File: src/rtl/coin_gen.sv
// Coin sprite layer: holds the coin position, detects pickups once per frame,
// runs the collect/blink/respawn FSM and drives a registered yellow pixel.
module coin_gen #(
  parameter int unsigned H_ACTIVE       = 640,
  parameter int unsigned V_ACTIVE       = 480,
  parameter int unsigned COIN_SIZE      = 16,
  parameter int unsigned CHAR_SIZE      = 16,
  parameter int unsigned INIT_X         = 312,
  parameter int unsigned INIT_Y         = 232,
  parameter int unsigned BLINK_FRAMES   = 16,
  parameter int unsigned RESPAWN_FRAMES = 30,
  parameter logic [15:0] LFSR_SEED      = 16'hACE1
) (
  input  logic       clk,
  input  logic       rst_n,
  input  logic       pix_en,
  input  logic [9:0] hcount,
  input  logic [9:0] vcount,
  input  logic       video_on,
  input  logic       frame_start,
  input  logic [9:0] char_x,
  input  logic [9:0] char_y,
  output logic       r_coin,
  output logic       g_coin,
  output logic       b_coin,
  output logic [9:0] coin_x,
  output logic [9:0] coin_y,
  output logic [7:0] coin_count,
  output logic       collect_pulse
);

  localparam int unsigned CW   = 10;
  localparam int unsigned NW   = 8;
  localparam int unsigned FMAX = (BLINK_FRAMES > RESPAWN_FRAMES) ? BLINK_FRAMES : RESPAWN_FRAMES;
  localparam int unsigned FW   = (FMAX > 4) ? $clog2(FMAX) : 2;

  localparam logic [CW-1:0] X_MAX = CW'(H_ACTIVE - COIN_SIZE);
  localparam logic [CW-1:0] Y_MAX = CW'(V_ACTIVE - COIN_SIZE);
  localparam logic [15:0]   SEED  = (LFSR_SEED == 16'h0000) ? 16'h0001 : LFSR_SEED;

  typedef enum logic [1:0] {
    ST_ACTIVE,
    ST_BLINK,
    ST_HIDDEN
  } state_t;

  state_t          state, state_nx;
  logic [FW-1:0]   cnt, cnt_nx;
  logic [CW-1:0]   x_nx, y_nx;
  logic [NW-1:0]   count_nx;
  logic            pulse_nx;
  logic [15:0]     lfsr;
  logic            lfsr_fb;
  logic [CW-1:0]   cand_x, cand_y, raw_y;
  logic            hit, cand_hit, visible;
  logic            in_box, corner, pixel_on;
  logic [CW-1:0]   off_x, off_y;

  // Strict overlap of a COIN_SIZE box at (ax,ay) with a CHAR_SIZE box at (bx,by).
  function automatic logic boxes_overlap(input logic [CW-1:0] ax, input logic [CW-1:0] ay,
                                         input logic [CW-1:0] bx, input logic [CW-1:0] by);
    logic [CW:0] axe, aye, bxe, bye;
    axe = {1'b0, ax};
    aye = {1'b0, ay};
    bxe = {1'b0, bx};
    bye = {1'b0, by};
    boxes_overlap = (axe < bxe + (CW+1)'(CHAR_SIZE)) && (bxe < axe + (CW+1)'(COIN_SIZE)) &&
                    (aye < bye + (CW+1)'(CHAR_SIZE)) && (bye < aye + (CW+1)'(COIN_SIZE));
  endfunction

  function automatic logic is_edge(input logic [CW-1:0] off);
    is_edge = (off < CW'(2)) || (off >= CW'(COIN_SIZE - 2));
  endfunction

  assign lfsr_fb = lfsr[15] ^ lfsr[13] ^ lfsr[12] ^ lfsr[10];

  // Respawn candidate folded back into the visible range.
  always_comb begin
    raw_y    = {1'b0, lfsr[15:7]};
    cand_x   = (lfsr[9:0] > X_MAX) ? (lfsr[9:0] - X_MAX) : lfsr[9:0];
    cand_y   = (raw_y > Y_MAX) ? (raw_y - Y_MAX) : raw_y;
    hit      = boxes_overlap(coin_x, coin_y, char_x, char_y);
    cand_hit = boxes_overlap(cand_x, cand_y, char_x, char_y);
  end

  always_comb begin
    visible = 1'b0;
    unique case (state)
      ST_ACTIVE: visible = 1'b1;
      ST_BLINK:  visible = cnt[1];
      ST_HIDDEN: visible = 1'b0;
      default:   visible = 1'b0;
    endcase
  end

  // Pixel hit test against the current (pre-update) coin position.
  always_comb begin
    off_x    = hcount - coin_x;
    off_y    = vcount - coin_y;
    in_box   = ({1'b0, hcount} >= {1'b0, coin_x}) &&
               ({1'b0, hcount} <  {1'b0, coin_x} + (CW+1)'(COIN_SIZE)) &&
               ({1'b0, vcount} >= {1'b0, coin_y}) &&
               ({1'b0, vcount} <  {1'b0, coin_y} + (CW+1)'(COIN_SIZE));
    corner   = is_edge(off_x) && is_edge(off_y);
    pixel_on = video_on && in_box && !corner && visible;
  end

  always_comb begin
    state_nx = state;
    cnt_nx   = cnt;
    x_nx     = coin_x;
    y_nx     = coin_y;
    count_nx = coin_count;
    pulse_nx = 1'b0;
    if (frame_start) begin
      unique case (state)
        ST_ACTIVE: begin
          if (hit) begin
            state_nx = ST_BLINK;
            cnt_nx   = '0;
            pulse_nx = 1'b1;
            if (coin_count != '1) count_nx = coin_count + NW'(1);
          end
        end
        ST_BLINK: begin
          if (cnt == FW'(BLINK_FRAMES - 1)) begin
            state_nx = ST_HIDDEN;
            cnt_nx   = '0;
          end else begin
            cnt_nx = cnt + FW'(1);
          end
        end
        ST_HIDDEN: begin
          // Counter parks at the last value while a blocked candidate retries.
          if (cnt == FW'(RESPAWN_FRAMES - 1)) begin
            if (!cand_hit) begin
              state_nx = ST_ACTIVE;
              cnt_nx   = '0;
              x_nx     = cand_x;
              y_nx     = cand_y;
            end
          end else begin
            cnt_nx = cnt + FW'(1);
          end
        end
        default: begin
          state_nx = ST_ACTIVE;
          cnt_nx   = '0;
        end
      endcase
    end
  end

  always_ff @(posedge clk or negedge rst_n) begin
    if (!rst_n) begin
      state         <= ST_ACTIVE;
      cnt           <= '0;
      coin_x        <= CW'(INIT_X);
      coin_y        <= CW'(INIT_Y);
      coin_count    <= '0;
      collect_pulse <= 1'b0;
      lfsr          <= SEED;
      r_coin        <= 1'b0;
      g_coin        <= 1'b0;
      b_coin        <= 1'b0;
    end else begin
      state         <= state_nx;
      cnt           <= cnt_nx;
      coin_x        <= x_nx;
      coin_y        <= y_nx;
      coin_count    <= count_nx;
      collect_pulse <= pulse_nx;
      if (pix_en) begin
        lfsr   <= {lfsr[14:0], lfsr_fb};
        r_coin <= pixel_on;
        g_coin <= pixel_on;
        b_coin <= 1'b0;
      end
    end
  end

endmodule

File: config.mk
export PLATFORM = sky130hd
export DESIGN_NAME = coin_gen
export DESIGN_NICKNAME = d
export VERILOG_FILES = /design/src/rtl/coin_gen.sv
export SDC_FILE = /design/constraint.sdc
export NUM_CORES = 1
export LEC_CHECK = 0
export BUFFER_PORTS_ARGS = -buffer_cell sky130_fd_sc_hd__buf_4
export CORE_UTILIZATION = 30
export CTS_CLUSTER_DIAMETER = 200
export CTS_CLUSTER_SIZE = 25
export DETAILED_ROUTE_END_ITERATION = 6
export GPL_TIMING_DRIVEN = 0
export PLACE_DENSITY = 0.55
export SETUP_SLACK_MARGIN = 0.3
export SKIP_LAST_GASP = 1
export SYNTH_ARGS = -nofsm -noshare
export SYNTH_HDL_FRONTEND = slang
export SYNTH_SLANG_ARGS = --single-unit
File: constraint.sdc
create_clock -name clk -period 4.5 [get_ports clk]
set_input_delay 0.225 -clock clk [delete_from_list [all_inputs] [get_ports clk]]
set_output_delay 0.225 -clock clk [all_outputs]
set_load 0.02 [all_outputs]
==> results.tsv, run 1 <==
stage	metric	value	unit
sta	Worst Skew	0.0106	ns
grt	GRT Residual Overflow	0	
sta	Tcrit/Tclk final	0.894	
clock_network	Clock Root Buffer	clkbuf_16	
floorplanning	full die area	20100	um2
clock_network	CTS tree	yes	
cells_and_area	Ant. Diodes	0	
grt	first-pass GRT wire length	24900	um
clock_network	Worst-Skew Late Latency	0.32	ns
sta	FMAX	248	MHz
drt	initial detailed-routing violation count	255	
setup_path	slowest cell delay on critical path	0.58	ns
pwr	Pint	1190	uW
setup_path	nature of the critical path endpoint	flip-flop	
clock_network	CTS Buffer Depth	2	
synthesis	ys async rst share	1.00	
sta	max-slew violation count	0	
synthesis	top post-synthesis cells by count	ha_1 (115), inv_1 (62), a21oi_1 (49)	
pwr	power share of the combinational group	0.456	
sta	Final Hold Vio Count	37	
setup_path	Critical Path Slowest Stage Cell	dfstp_2	
pwr	power per cell area	287	nW/um2
grt	initial antenna violation count	0	
pwr	Max VDD drop	0.166	mV
setup_path	Worst EP required	4.70	ns
grt	largest net degree at the start of global routing	54	
grt	number of global-route vias before repair	4713	
setup_path	flop-to-flop setup slack	0.48	ns
pwr	Seq pwr share	0.338	
synthesis	Synth Warn #	0	
setup_path	Max Fanout on Critical Path	10	
drt	Post-route DRC	0	
synthesis	Synth cell types	59	
job	max-cap viol count	0	
synthesis	Area contributors post-synth	ha_1 (25%), dfrtp_1 (16%), dfstp_2 (7.2%)	
placed_design	Port Buffer Count	74	
sta	min Tclk post-route	4.02	ns
clock_network	clock sinks	53	
floorplanning	DIE WIDTH	142	um
setup_path	Critical Path, Cell by Cell	inv_1 -> ha_1 -> a211o_4 -> xnor2_4 -> ha_2 -> nand3_1 -> xor2_1 -> ha_1 -> a21oi_2 -> o22ai_2 -> a2111o_1 -> a21oi_1 -> o211ai_1 -> a31oi_4 -> nor2_4 -> buf_6 -> mux2_2	
drt	Avg WL per Cell	15.1	um
synthesis	Synth top area share	0.246	
floorplanning	I/O pins	77	
pwr	Switching Fraction	0.408	
pwr	total power	2010	uW
synthesis	average footprint of a synthesized cell	8.80	um2
grt	total track usage	0.158	
synthesis	register area share after synthesis	0.230	
clock_network	clock-pin transition on the worst setup and hold timing paths	0.08	ns
min_path	Min-Delay Path Class	primary input to async pin	
placed_design	DP Area	6740	um2
synthesis	Gate Count Post-Synth	666	
sta	Setup violations, final	0	
synthesis	most numerous cell in the Yosys netlist	ha_1	
floorplanning	starting density of the core	0.310	
cells_and_area	Synth-to-Final Area Change	19.3	%
floorplanning	Rows	50	
placed_design	gpl congestion	0.828	
pwr	P_sw	819	uW
outcome	outcome	finished, violations left	
pwr	Clk pwr share	0.207	
synthesis	Mapped Area	5860	um2
synthesis	Synth area leader	ha_1	
sta	Relative slew margins	0.517	
setup_path	Crit path top cell by count	ha_1	
cells_and_area	Final Cell Area	6990	um2
placed_design	DP Wirelength	12200	um
cells_and_area	share of cells above drive strength 1	0.199	
sta	RSZ-0062 raised after global routing	true	
floorplanning	Chip Height	142	um
sta	Hold Worst Slack	-0.0265	ns
sta	worst slew pin tran	0.724	ns
synthesis	Post-synth EDFFs	0	
drt	Post-DRT Antenna Nets	0	
drt	Routed WL	15300	um
clock_network	H-Tree Depth	2	
synthesis	Seq cells post-synth	53	
outcome	failing checks	hold timing	
drt	DR vias/cell	4.94	
synthesis	Most used DFF post-synth	dfrtp_1	
setup_path	WP data arrival	4.22	ns
synthesis	syn nets	828	
clock_network	hold buffers post-CTS	0	
pwr	static leakage	0.00318	uW
setup_path	WS Path Type	flip-flop to flip-flop	
setup_path	critical path startpoint category	flip-flop	
cells_and_area	nets	913	
floorplanning	core footprint	18900	um2
drt	count of TritonRoute iterations in the first routing pass	4	
clock_network	CTS Buf Count	5	
drt	vias	4997	
[cells by family after synthesis]
family | synth area share
flip-flops | 0.230
adder cells (fa/ha/maj) | 0.254
other | 0.000640
AO/OA/AOI/OAI | 0.162
AND/OR/NAND/NOR | 0.159
multiplexers | 0.0741
buffers and inverters | 0.0525
XOR/XNOR | 0.0673
[final cells by class]
class	count	area, um2
Inverter	62	233
Timing Repair Buffer	78	586
Sequential cell	53	1350
Fill cell	1998	11900
Clock inverter	3	26.3
Multi-Input combinational cell	538	4270
Buffer	13	80.1
Clock buffer	5	125
Tap cell	260	325
[stage by stage]
| stage | std cells | utilization | setup WS [ns] | TNS, ns |
|---|---|---|---|---|
| floorplan | 666 | - | 0.664 | 0 |
| global placement | 1000 | 0.357 | -0.0326 | -0.216 |
| detailed placement | 1000 | 0.357 | -0.0641 | -0.637 |
| CTS | 1008 | 0.365 | 0.303 | 0 |
| global route | 1012 | 0.370 | 0.283 | 0 |
| finish | 1012 | 0.370 | 0.476 | 0 |
[per-layer routing]
layer  vias to the layer above  routed length, um  GRT usage  share of wire
met4                         0                160     0.0424          0.010
met5                         -                  0          0              0
met3                         9                579     0.0216          0.038
met2                        87               6460      0.235           0.42
li1                       2584                  -          -              -
met1                      2317               8050      0.235           0.53
[cells in the final DEF (no fill, tap or decap), drive strengths merged, types with 3 or more instances in the layout]
cell and n:
nand2b 10, a31oi 7, o21ai 39, a21oi 50, a21o 5, nor2b 10
o21a 4, nand2 43, buf 84, clkbuf 12, mux2i 16, ha 115
nor4 4, nor3 14, and3 11, nand3 35, xor2 19, or4 3
dfstp 16, dfrtp 37, inv 63, nor2 37, o221ai 3, mux2 24
a211oi 7, a2111oi 9, o211ai 8, o22ai 4, xnor2 26, nand4 10
[path summary, 6_finish.rpt]
kind                                           startpoint                        end  depth (start not counted)
worst max-delay path                 lfsr[11]$_DFFE_PN1P_      coin_x[6]$_DFFE_PN0P_                         17
worst min-delay path                                rst_n         cnt[0]$_DFFE_PN0P_                          1
worst max register to register       lfsr[11]$_DFFE_PN1P_      coin_x[6]$_DFFE_PN0P_                         17
worst min register to register  coin_count[4]$_DFFE_PN0P_  coin_count[4]$_DFFE_PN0P_                          1
max in group asynchronous                           rst_n      coin_y[1]$_DFFE_PN0P_                          1
min in group clk                              frame_start    collect_pulse$_DFF_PN0_                          2
[sequential cells by signal, indices dropped and copies added, names as in the netlist]
register and count:
coin_count 8, coin_y 10, coin_x 10, g_coin 1, lfsr 16, collect_pulse 1
state 2, cnt 5
[power groups by stage]
| stage | registers, uW | clock network (uW) | logic, uW |
|---|---|---|---|
| after floorplan | 671 | 0 | 627 |
| after global placement | 686 | 0 | 868 |
| after detailed placement | 686 | 0 | 874 |
| after CTS | 678 | 435 | 886 |
| after global routing | 691 | 451 | 1040 |
| final | 677 | 415 | 915 |
[timing repair]
action	4_1_cts	5_1_grt
setup buffers	0	4
setup endpoints to repair	27	27
gates resized for setup	4	13
pin swaps	0	2
[critical path: cells and delay by family (launching register included)]
family                     cells  cell delay, ns
AOI/OAI and AO/OA              7            1.54
adders and majority gates      3            0.74
DFF                            1            0.58
xor gates and xnor gates       2            0.35
muxes                          1            0.27
buffers and inverters          2            0.26
and+or+nand+nor                2            0.15
Power figures use the tool's default switching activity.
==> run 2, diff against run 1 <==
PLACE_DENSITY = 0.46   (was 0.55)
==> run 2 against run 1 <==
  * The run still ends with hold timing left
  * Global-route usage increased by 0.57 points
  * Final cell count unchanged
  * Clock skew decreased by 0.0022 ns
  * Combinational power increased by 2%
  * Critical path type unchanged
  * Largest power group unchanged
  * Highest routed layer unchanged
==> results.tsv, run 2 (synthesis gave the netlist of run 1 again) <==
stage	metric	value	unit	change
outcome	outcome	finished, violations left		unchanged
outcome	failing checks	hold timing		unchanged
drt	Post-route DRC	0		unchanged
cells_and_area	Synth-to-Final Area Change	19.2	%	was 19.3%
cells_and_area	max reg flops	16		unchanged
clock_network	CTS Buf Count	5		unchanged
min_path	Min-Delay Path Class	primary input to async pin		unchanged
drt	DR vias/cell	4.99		was 4.94
cells_and_area	fin util	0.370		about the same
drt	initial detailed-routing violation count	288		was 255
floorplanning	starting density of the core	0.310		unchanged
sta	worst slew pin tran	0.733	ns	was 0.724 ns
grt	number of global-route vias before repair	4982		was 4713
drt	Post-DRT Antenna Nets	0		unchanged
clock_network	hold buffers post-CTS	0		unchanged
sta	Setup violations, final	0		unchanged
cells_and_area	share of cells above drive strength 1	0.198		was 0.199
sta	min Tclk post-route	4.02	ns	about the same
placed_design	Port Buffer Count	74		unchanged
sta	Tcrit/Tclk final	0.894		about the same
floorplanning	Chip Height	142	um	unchanged
pwr	Max VDD drop	0.154	mV	was 0.166 mV
sta	max-slew violation count	0		unchanged
cells_and_area	Reg with most FFs	lfsr		unchanged
sta	Relative slew margins	0.512		was 0.517
drt	Avg WL per Cell	15.7	um	was 15.1 um
setup_path	Max Fanout on Critical Path	10		unchanged
setup_path	worst reg2reg path depth	17		unchanged
job	max-cap viol count	0		unchanged
grt	largest net degree at the start of global routing	54		unchanged
setup_path	R2R Path Start	lfsr[7]$_DFFE_PN1P_		was lfsr[11]$_DFFE_PN1P_
floorplanning	core footprint	18900	um2	unchanged
floorplanning	I/O pins	77		unchanged
sta	FMAX	249	MHz	was 248 MHz
grt	GRT Residual Overflow	0		unchanged
placed_design	DP Wirelength	12800	um	was 12200 um
floorplanning	Rows	50		unchanged
drt	vias	5053		was 4997
grt	total track usage	0.163		was 0.158
cells_and_area	commonest non-fill, non-tap cell in the layout	ha_1		unchanged
setup_path	Critical Path, Cell by Cell	buf_2 -> nor4_4 -> a211o_2 -> o21ai_4 -> ha_1 -> nand3_1 -> xor2_1 -> ha_1 -> a21oi_1 -> o22ai_1 -> a2111o_1 -> a21oi_1 -> o211ai_1 -> a31oi_4 -> nor2_4 -> buf_6 -> mux2_2		was inv_1 -> ha_1 -> a211o_4 -> xnor2_4 -> ha_2 -> nand3_1 -> xor2_1 -> ha_1 -> a21oi_2 -> o22ai_2 -> a2111o_1 -> a21oi_1 -> o211ai_1 -> a31oi_4 -> nor2_4 -> buf_6 -> mux2_2
sta	Worst Skew	0.00837	ns	was 0.0106 ns
placed_design	gpl congestion	0.842		was 0.828
clock_network	CTS tree	yes		unchanged
cells_and_area	nets	913		unchanged
setup_path	Critical Path Slowest Stage Cell	dfstp_2		unchanged
setup_path	slowest cell delay on critical path	0.52	ns	was 0.58 ns
setup_path	WS Path Type	flip-flop to flip-flop		unchanged
cells_and_area	commonest cells after routing, fill and taps aside	ha_1 (115), buf_4 (81), inv_1 (62)		was ha_1 (114), buf_4 (81), inv_1 (62)
sta	Hold Worst Slack	-0.0481	ns	was -0.0265 ns
clock_network	clock-pin transition on the worst setup and hold timing paths	0.07	ns	was 0.08 ns
pwr	static leakage	0.00319	uW	was 0.00318 uW
sta	RSZ-0062 raised after global routing	false		was true
drt	Routed WL	15900	um	was 15300 um
floorplanning	full die area	20100	um2	unchanged
clock_network	CTS Buffer Depth	2		unchanged
grt	initial antenna violation count	0		unchanged
setup_path	critical path startpoint category	flip-flop		unchanged
drt	count of TritonRoute iterations in the first routing pass	5		was 4
cells_and_area	Top Registers	lfsr: 16 flops, coin_x: 10 flops, coin_y: 10 flops		unchanged
grt	first-pass GRT wire length	26200	um	was 24900 um
clock_network	Clock Root Buffer	clkbuf_16		unchanged
clock_network	Worst-Skew Late Latency	0.30	ns	was 0.32 ns
clock_network	clock sinks	53		unchanged
sta	Final Hold Vio Count	17		was 37
setup_path	CP startpoint	lfsr[7]$_DFFE_PN1P_		was lfsr[11]$_DFFE_PN1P_
pwr	power per cell area	290	nW/um2	was 287 nW/um2
setup_path	nature of the critical path endpoint	flip-flop		unchanged
floorplanning	DIE WIDTH	142	um	unchanged
clock_network	H-Tree Depth	2		unchanged
placed_design	DP Worst Slack	-0.0556	ns	was -0.0641 ns
sta	final worst slack	0.477	ns	was 0.476 ns
setup_path	WP data arrival	4.21	ns	was 4.22 ns
setup_path	Worst EP required	4.69	ns	was 4.70 ns
cells_and_area	Ant. Diodes	0		unchanged
==> run 2: cell types whose count changed in the layout (fill, tap and decap cells not counted), sizes merged <==
| cell | delta |
|---|---|
| clkinv | +2 |
| clkinvlp | -2 |
| buf | +1 |
| inv | -1 |
==> run 2: power breakdown <==
group / total (uW) / internal [uW] / switching (uW) / leakage, uW
clock: 415 / 222 / 193 / 0.0000768
sequential: 678 / 570 / 108 / 0.000644
combinational: 934 / 409 / 525 / 0.00247
total: 2030 / 1200 / 826 / 0.00319
==> run 2: critical path: cells and delay by family, from the launching register on <==
family / cells / cell delay, ns
AOI/OAI and AO/OA: 8 / 1.81
DFF: 1 / 0.52
adders and majority gates: 2 / 0.51
buffers and inverters: 2 / 0.38
muxes: 1 / 0.28
and+or+nand+nor: 3 / 0.23
xor gates and xnor gates: 1 / 0.15
==> run 2: stage by stage <==
stage          area, um2  hold WS, ns  setup TNS, ns  power [uW]  cells
6_report            6990      -0.0481              0        2030   1012
5_1_grt             6990       0.0349              0        2200   1012
3_5_place_dp        6740        0.345         -0.422        1580   1000
2_1_floorplan       5860      -0.0706              0        1300    666
4_1_cts             6910      0.00667              0        2020   1009
3_3_place_gp        6740        0.337         -0.223        1550   1000
==> run 2: worst paths after layout <==
check                                            end  slack [ns]
max in group asynchronous       lfsr[12]$_DFFE_PN0P_        4.00
min in group clk             collect_pulse$_DFF_PN0_        0.23
max reg2reg                    coin_y[9]$_DFFE_PN0P_        0.48
min reg2reg                coin_count[6]$_DFFE_PN0P_        0.50
min                            coin_x[1]$_DFFE_PN0P_       -0.05
max                            coin_y[9]$_DFFE_PN0P_        0.48
==> run 2: timing repair <==
| item | 4_1_cts | 5_1_grt |
|---|---|---|
| pin swaps | 1 | 3 |
| endpoints found under the setup margin | 27 | 27 |
| setup buffers | 1 | 3 |
| gates resized for setup | 4 | 11 |
==> run 2: per-layer routing <==
metal  track usage  wire (um)  up-vias
li1              -          -     2572
met4        0.0413        302        0
met2         0.251       6940       87
met5             0          0        -
met3        0.0263        536       20
met1         0.236       8100     2374
==> run 2: final cells by class <==
cell class,instances,area (um2)
buffer,13,77.6
timing repair buffer,78,586
inverter,62,233
multi-input combinational,538,4260
tap,260,325
fill,1964,11900
sequential,53,1350
clock inverter,2,13.8
clock buffer,6,139
==> run 3, diff against run 2 <==
ABC_AREA = 1   (was not set)
==> run 3 against run 2 <==
  * Non-clock buffer count fell by 6
  * Cell area grew 7.1%
  * Clock power increased by 22%
  * Synthesized cell count up 33%
  * Final cell count increased by 23%
  * Power down 1.6%
  * Global-route usage down 0.11 points
  * Maximum frequency is 4.1% higher
  * Die area increased by 9.0%
  * The flow still finishes with violations (hold timing)
  * Clock-buffer cell count is 1 lower
==> results.tsv, run 3 <==
stage	metric	value	unit	change
sta	RSZ-0062 raised after global routing	false		unchanged
grt	total track usage	0.162		was 0.163
drt	Post-route DRC	0		unchanged
floorplanning	core footprint	21000	um2	was 18900 um2
clock_network	H-Tree Depth	2		unchanged
drt	Routed WL	17200	um	was 15900 um
synthesis	register area share after synthesis	0.211		was 0.230
placed_design	gpl congestion	0.830		was 0.842
sta	max-slew violation count	0		unchanged
synthesis	average footprint of a synthesized cell	7.21	um2	was 8.80 um2
cells_and_area	nets	1129		was 913
synthesis	syn nets	1048		was 828
clock_network	Clock Root Buffer	clkbuf_16		unchanged
synthesis	Mapped Area	6390	um2	was 5860 um2
grt	largest net degree at the start of global routing	54		unchanged
floorplanning	I/O pins	77		unchanged
setup_path	Max Fanout on Critical Path	10		unchanged
setup_path	Critical Path End	coin_x[7]$_DFFE_PN0P_		was coin_y[9]$_DFFE_PN0P_
setup_path	nature of the critical path endpoint	flip-flop		unchanged
min_path	Min-Delay Path Class	primary input to async pin		unchanged
drt	DR vias/cell	4.62		was 4.99
cells_and_area	commonest non-fill, non-tap cell in the layout	nand2_1		was ha_1
pwr	power per cell area	267	nW/um2	was 290 nW/um2
setup_path	flop-to-flop setup slack	0.64	ns	was 0.48 ns
synthesis	Synth area leader	ha_1		unchanged
clock_network	clock-pin transition on the worst setup and hold timing paths	0.07	ns	about the same
synthesis	top post-synthesis cells by count	nand2_1 (203), inv_1 (128), ha_1 (115)		was ha_1 (115), inv_1 (62), a21oi_1 (49)
sta	Worst Skew	0.00289	ns	was 0.00837 ns
synthesis	most numerous cell in the Yosys netlist	nand2_1		was ha_1
sta	Tcrit/Tclk final	0.858		was 0.894
sta	setup_tns	0	ns	unchanged
floorplanning	Chip Height	148	um	was 142 um
synthesis	Synth cell types	45		was 59
cells_and_area	max reg flops	16		unchanged
grt	initial antenna violation count	0		unchanged
outcome	failing checks	hold timing		unchanged
setup_path	FF-to-FF End	coin_x[7]$_DFFE_PN0P_		was coin_y[9]$_DFFE_PN0P_
drt	count of TritonRoute iterations in the first routing pass	4		was 5
setup_path	critical path startpoint category	flip-flop		unchanged
clock_network	postcts setup bufs	0		was 1
cells_and_area	Final Cell Area	7480	um2	was 6990 um2
drt	Avg WL per Cell	13.9	um	was 15.7 um
setup_path	WP data arrival	4.04	ns	was 4.21 ns
sta	Hold Worst Slack	-0.0255	ns	was -0.0481 ns
cells_and_area	commonest cells after routing, fill and taps aside	nand2_1 (203), inv_1 (128), ha_1 (115)		was ha_1 (115), buf_4 (81), inv_1 (62)
clock_network	Worst-Skew Late Latency	0.30	ns	about the same
floorplanning	Rows	53		was 50
placed_design	placed cells	1235		was 1000
clock_network	CTS Buffer Depth	2		unchanged
cells_and_area	Non-Filler Instances	1243		was 1012
synthesis	Post-synth EDFFs	0		unchanged
job	max-cap viol count	0		unchanged
drt	vias	5745		was 5053
cells_and_area	Ant. Diodes	0		unchanged
floorplanning	DIE WIDTH	148	um	was 142 um
cells_and_area	Top Registers	lfsr: 16 flops, coin_x: 10 flops, coin_y: 10 flops		unchanged
clock_network	clock sinks	53		unchanged
synthesis	ys async rst share	1.00		unchanged
sta	FMAX	259	MHz	was 249 MHz
cells_and_area	share of cells above drive strength 1	0.164		was 0.198
placed_design	DP Wirelength	14400	um	was 12800 um
setup_path	worst reg2reg path depth	19		was 17
setup_path	WS Path Type	flip-flop to flip-flop		unchanged
drt	initial detailed-routing violation count	184		was 288
setup_path	R2R Path Start	lfsr[11]$_DFFE_PN1P_		was lfsr[7]$_DFFE_PN1P_
pwr	static leakage	0.00373	uW	was 0.00319 uW
pwr	Max VDD drop	0.192	mV	was 0.154 mV
clock_network	CTS tree	yes		unchanged
drt	Post-DRT Antenna Nets	0		unchanged
placed_design	Port Buffer Count	74		unchanged
sta	worst slew pin tran	0.776	ns	was 0.733 ns
cells_and_area	Synth-to-Final Area Change	17.0	%	was 19.2%
setup_path	CP startpoint	lfsr[11]$_DFFE_PN1P_		was lfsr[7]$_DFFE_PN1P_
sta	Final Hold Vio Count	37		was 17
grt	number of global-route vias before repair	5537		was 4982
clock_network	CTS Buf Count	5		unchanged
synthesis	Area contributors post-synth	ha_1 (23%), dfrtp_1 (14%), nand2_1 (12%)		was ha_1 (25%), dfrtp_1 (16%), dfstp_2 (7.2%)
setup_path	Worst EP required	4.68	ns	was 4.69 ns
cells_and_area	Fillers	2313		was 1964
floorplanning	starting density of the core	0.305		was 0.310
synthesis	Seq cells post-synth	53		unchanged
synthesis	Most used DFF post-synth	dfrtp_1		unchanged
placed_design	DP Area	7290	um2	was 6740 um2
synthesis	Synth top area share	0.225		was 0.246
outcome	outcome	finished, violations left		unchanged
grt	GRT Residual Overflow	0		unchanged
synthesis	Synth Warn #	0		unchanged
sta	Setup violations, final	0		unchanged
floorplanning	full die area	21900	um2	was 20100 um2
cells_and_area	Reg with most FFs	lfsr		unchanged
grt	first-pass GRT wire length	28200	um	was 26200 um
sta	Relative slew margins	0.477		was 0.512
sta	min Tclk post-route	3.86	ns	was 4.02 ns
synthesis	Gate Count Post-Synth	886		was 666
-- run 3: cell types whose count changed after synthesis, sizes merged, moves of 16 or more --
cell   delta
nand2   +173
inv      +70
nand3    +33
nor2     +33
mux2     -24
o21ai    +24
mux2i    -16
-- run 3: per-layer routing --
metal | vias up | GRT usage | wire [um]
li1 | 3063 | - | -
met1 | 2599 | 0.223 | 8640
met5 | - | 0 | 0
met4 | 0 | 0.0356 | 267
met3 | 15 | 0.0173 | 429
met2 | 68 | 0.272 | 7910
-- run 3: power breakdown --
part	switching (uW)	leakage (uW)	total [uW]	internal [uW]
Sequential	78.5	0.000669	633	554
Clock	188	0.0000938	506	318
Combinational	529	0.00297	856	327
-- run 3: worst min path at each step --
stage | start | to | slack [ns]
6_report | rst_n | cnt[2]$_DFFE_PN0P_ | -0.03
5_1_grt | rst_n | cnt[2]$_DFFE_PN0P_ | 0.04
4_1_cts | rst_n | cnt[2]$_DFFE_PN0P_ | 0.01
3_5_place_dp | rst_n | cnt[2]$_DFFE_PN0P_ | 0.33
3_3_place_gp | rst_n | cnt[0]$_DFFE_PN0P_ | 0.34
2_1_floorplan | rst_n | cnt[0]$_DFFE_PN0P_ | -0.07
-- run 3: stage by stage --
step	worst slack [ns]	power, uW	utilization
global route	0.310	2180	0.357
CTS	0.436	2020	0.357
detailed placement	0.462	1510	0.348
global placement	0.475	1500	0.348
finish	0.637	1990	0.357
floorplan	1.18	1240	-
-- run 3: timing repair --
action | CTS | global route
hold buffers | 0 | 0
endpoints found under the setup margin | 0 | 25
resized for setup | 0 | 2
-- run 3: area by class of cell --
| class | instances | area, um2 | share of cell area |
|---|---|---|---|
| clock buffer | 5 | 125 | 0.0167 |
| timing repair buffer | 74 | 556 | 0.0742 |
| buffer | 11 | 87.6 | 0.0117 |
| inverter | 132 | 495 | 0.0662 |
| clock inverter | 3 | 65.1 | 0.00870 |
| tap | 275 | 344 | 0.0460 |
| multi-input combinational | 690 | 4460 | 0.596 |
| sequential | 53 | 1350 | 0.180 |
-- run 3: worst max-delay path, cell delays in order, from the launching register on --
cell and delay, ns:
dfstp_2 0.57, inv_1 0.08, ha_1 0.20, nor3_1 0.18, nand2_1 0.15, xor2_1 0.33
ha_1 0.25, nand3_1 0.10, xor2_1 0.17, ha_1 0.31, a21o_1 0.16, a21oi_1 0.14
nand3_1 0.10, nor2_1 0.09, nand3_1 0.14, nor2_2 0.23, nand2_4 0.13, nand2_8 0.13
buf_6 0.20, o21ai_2 0.06
-- run 3: logic make-up (layout without fill, tap and decap cells) --
family          after synthesis  after routing  synth area share
simple gates                393            393             0.276
other cells                   1              1          0.000587
flops                        53             53             0.211
fa+ha+maj                   117            117             0.231
xor+xnor                     46             46            0.0642
compound gates              133            133             0.126
buf+inv                     143            225            0.0912
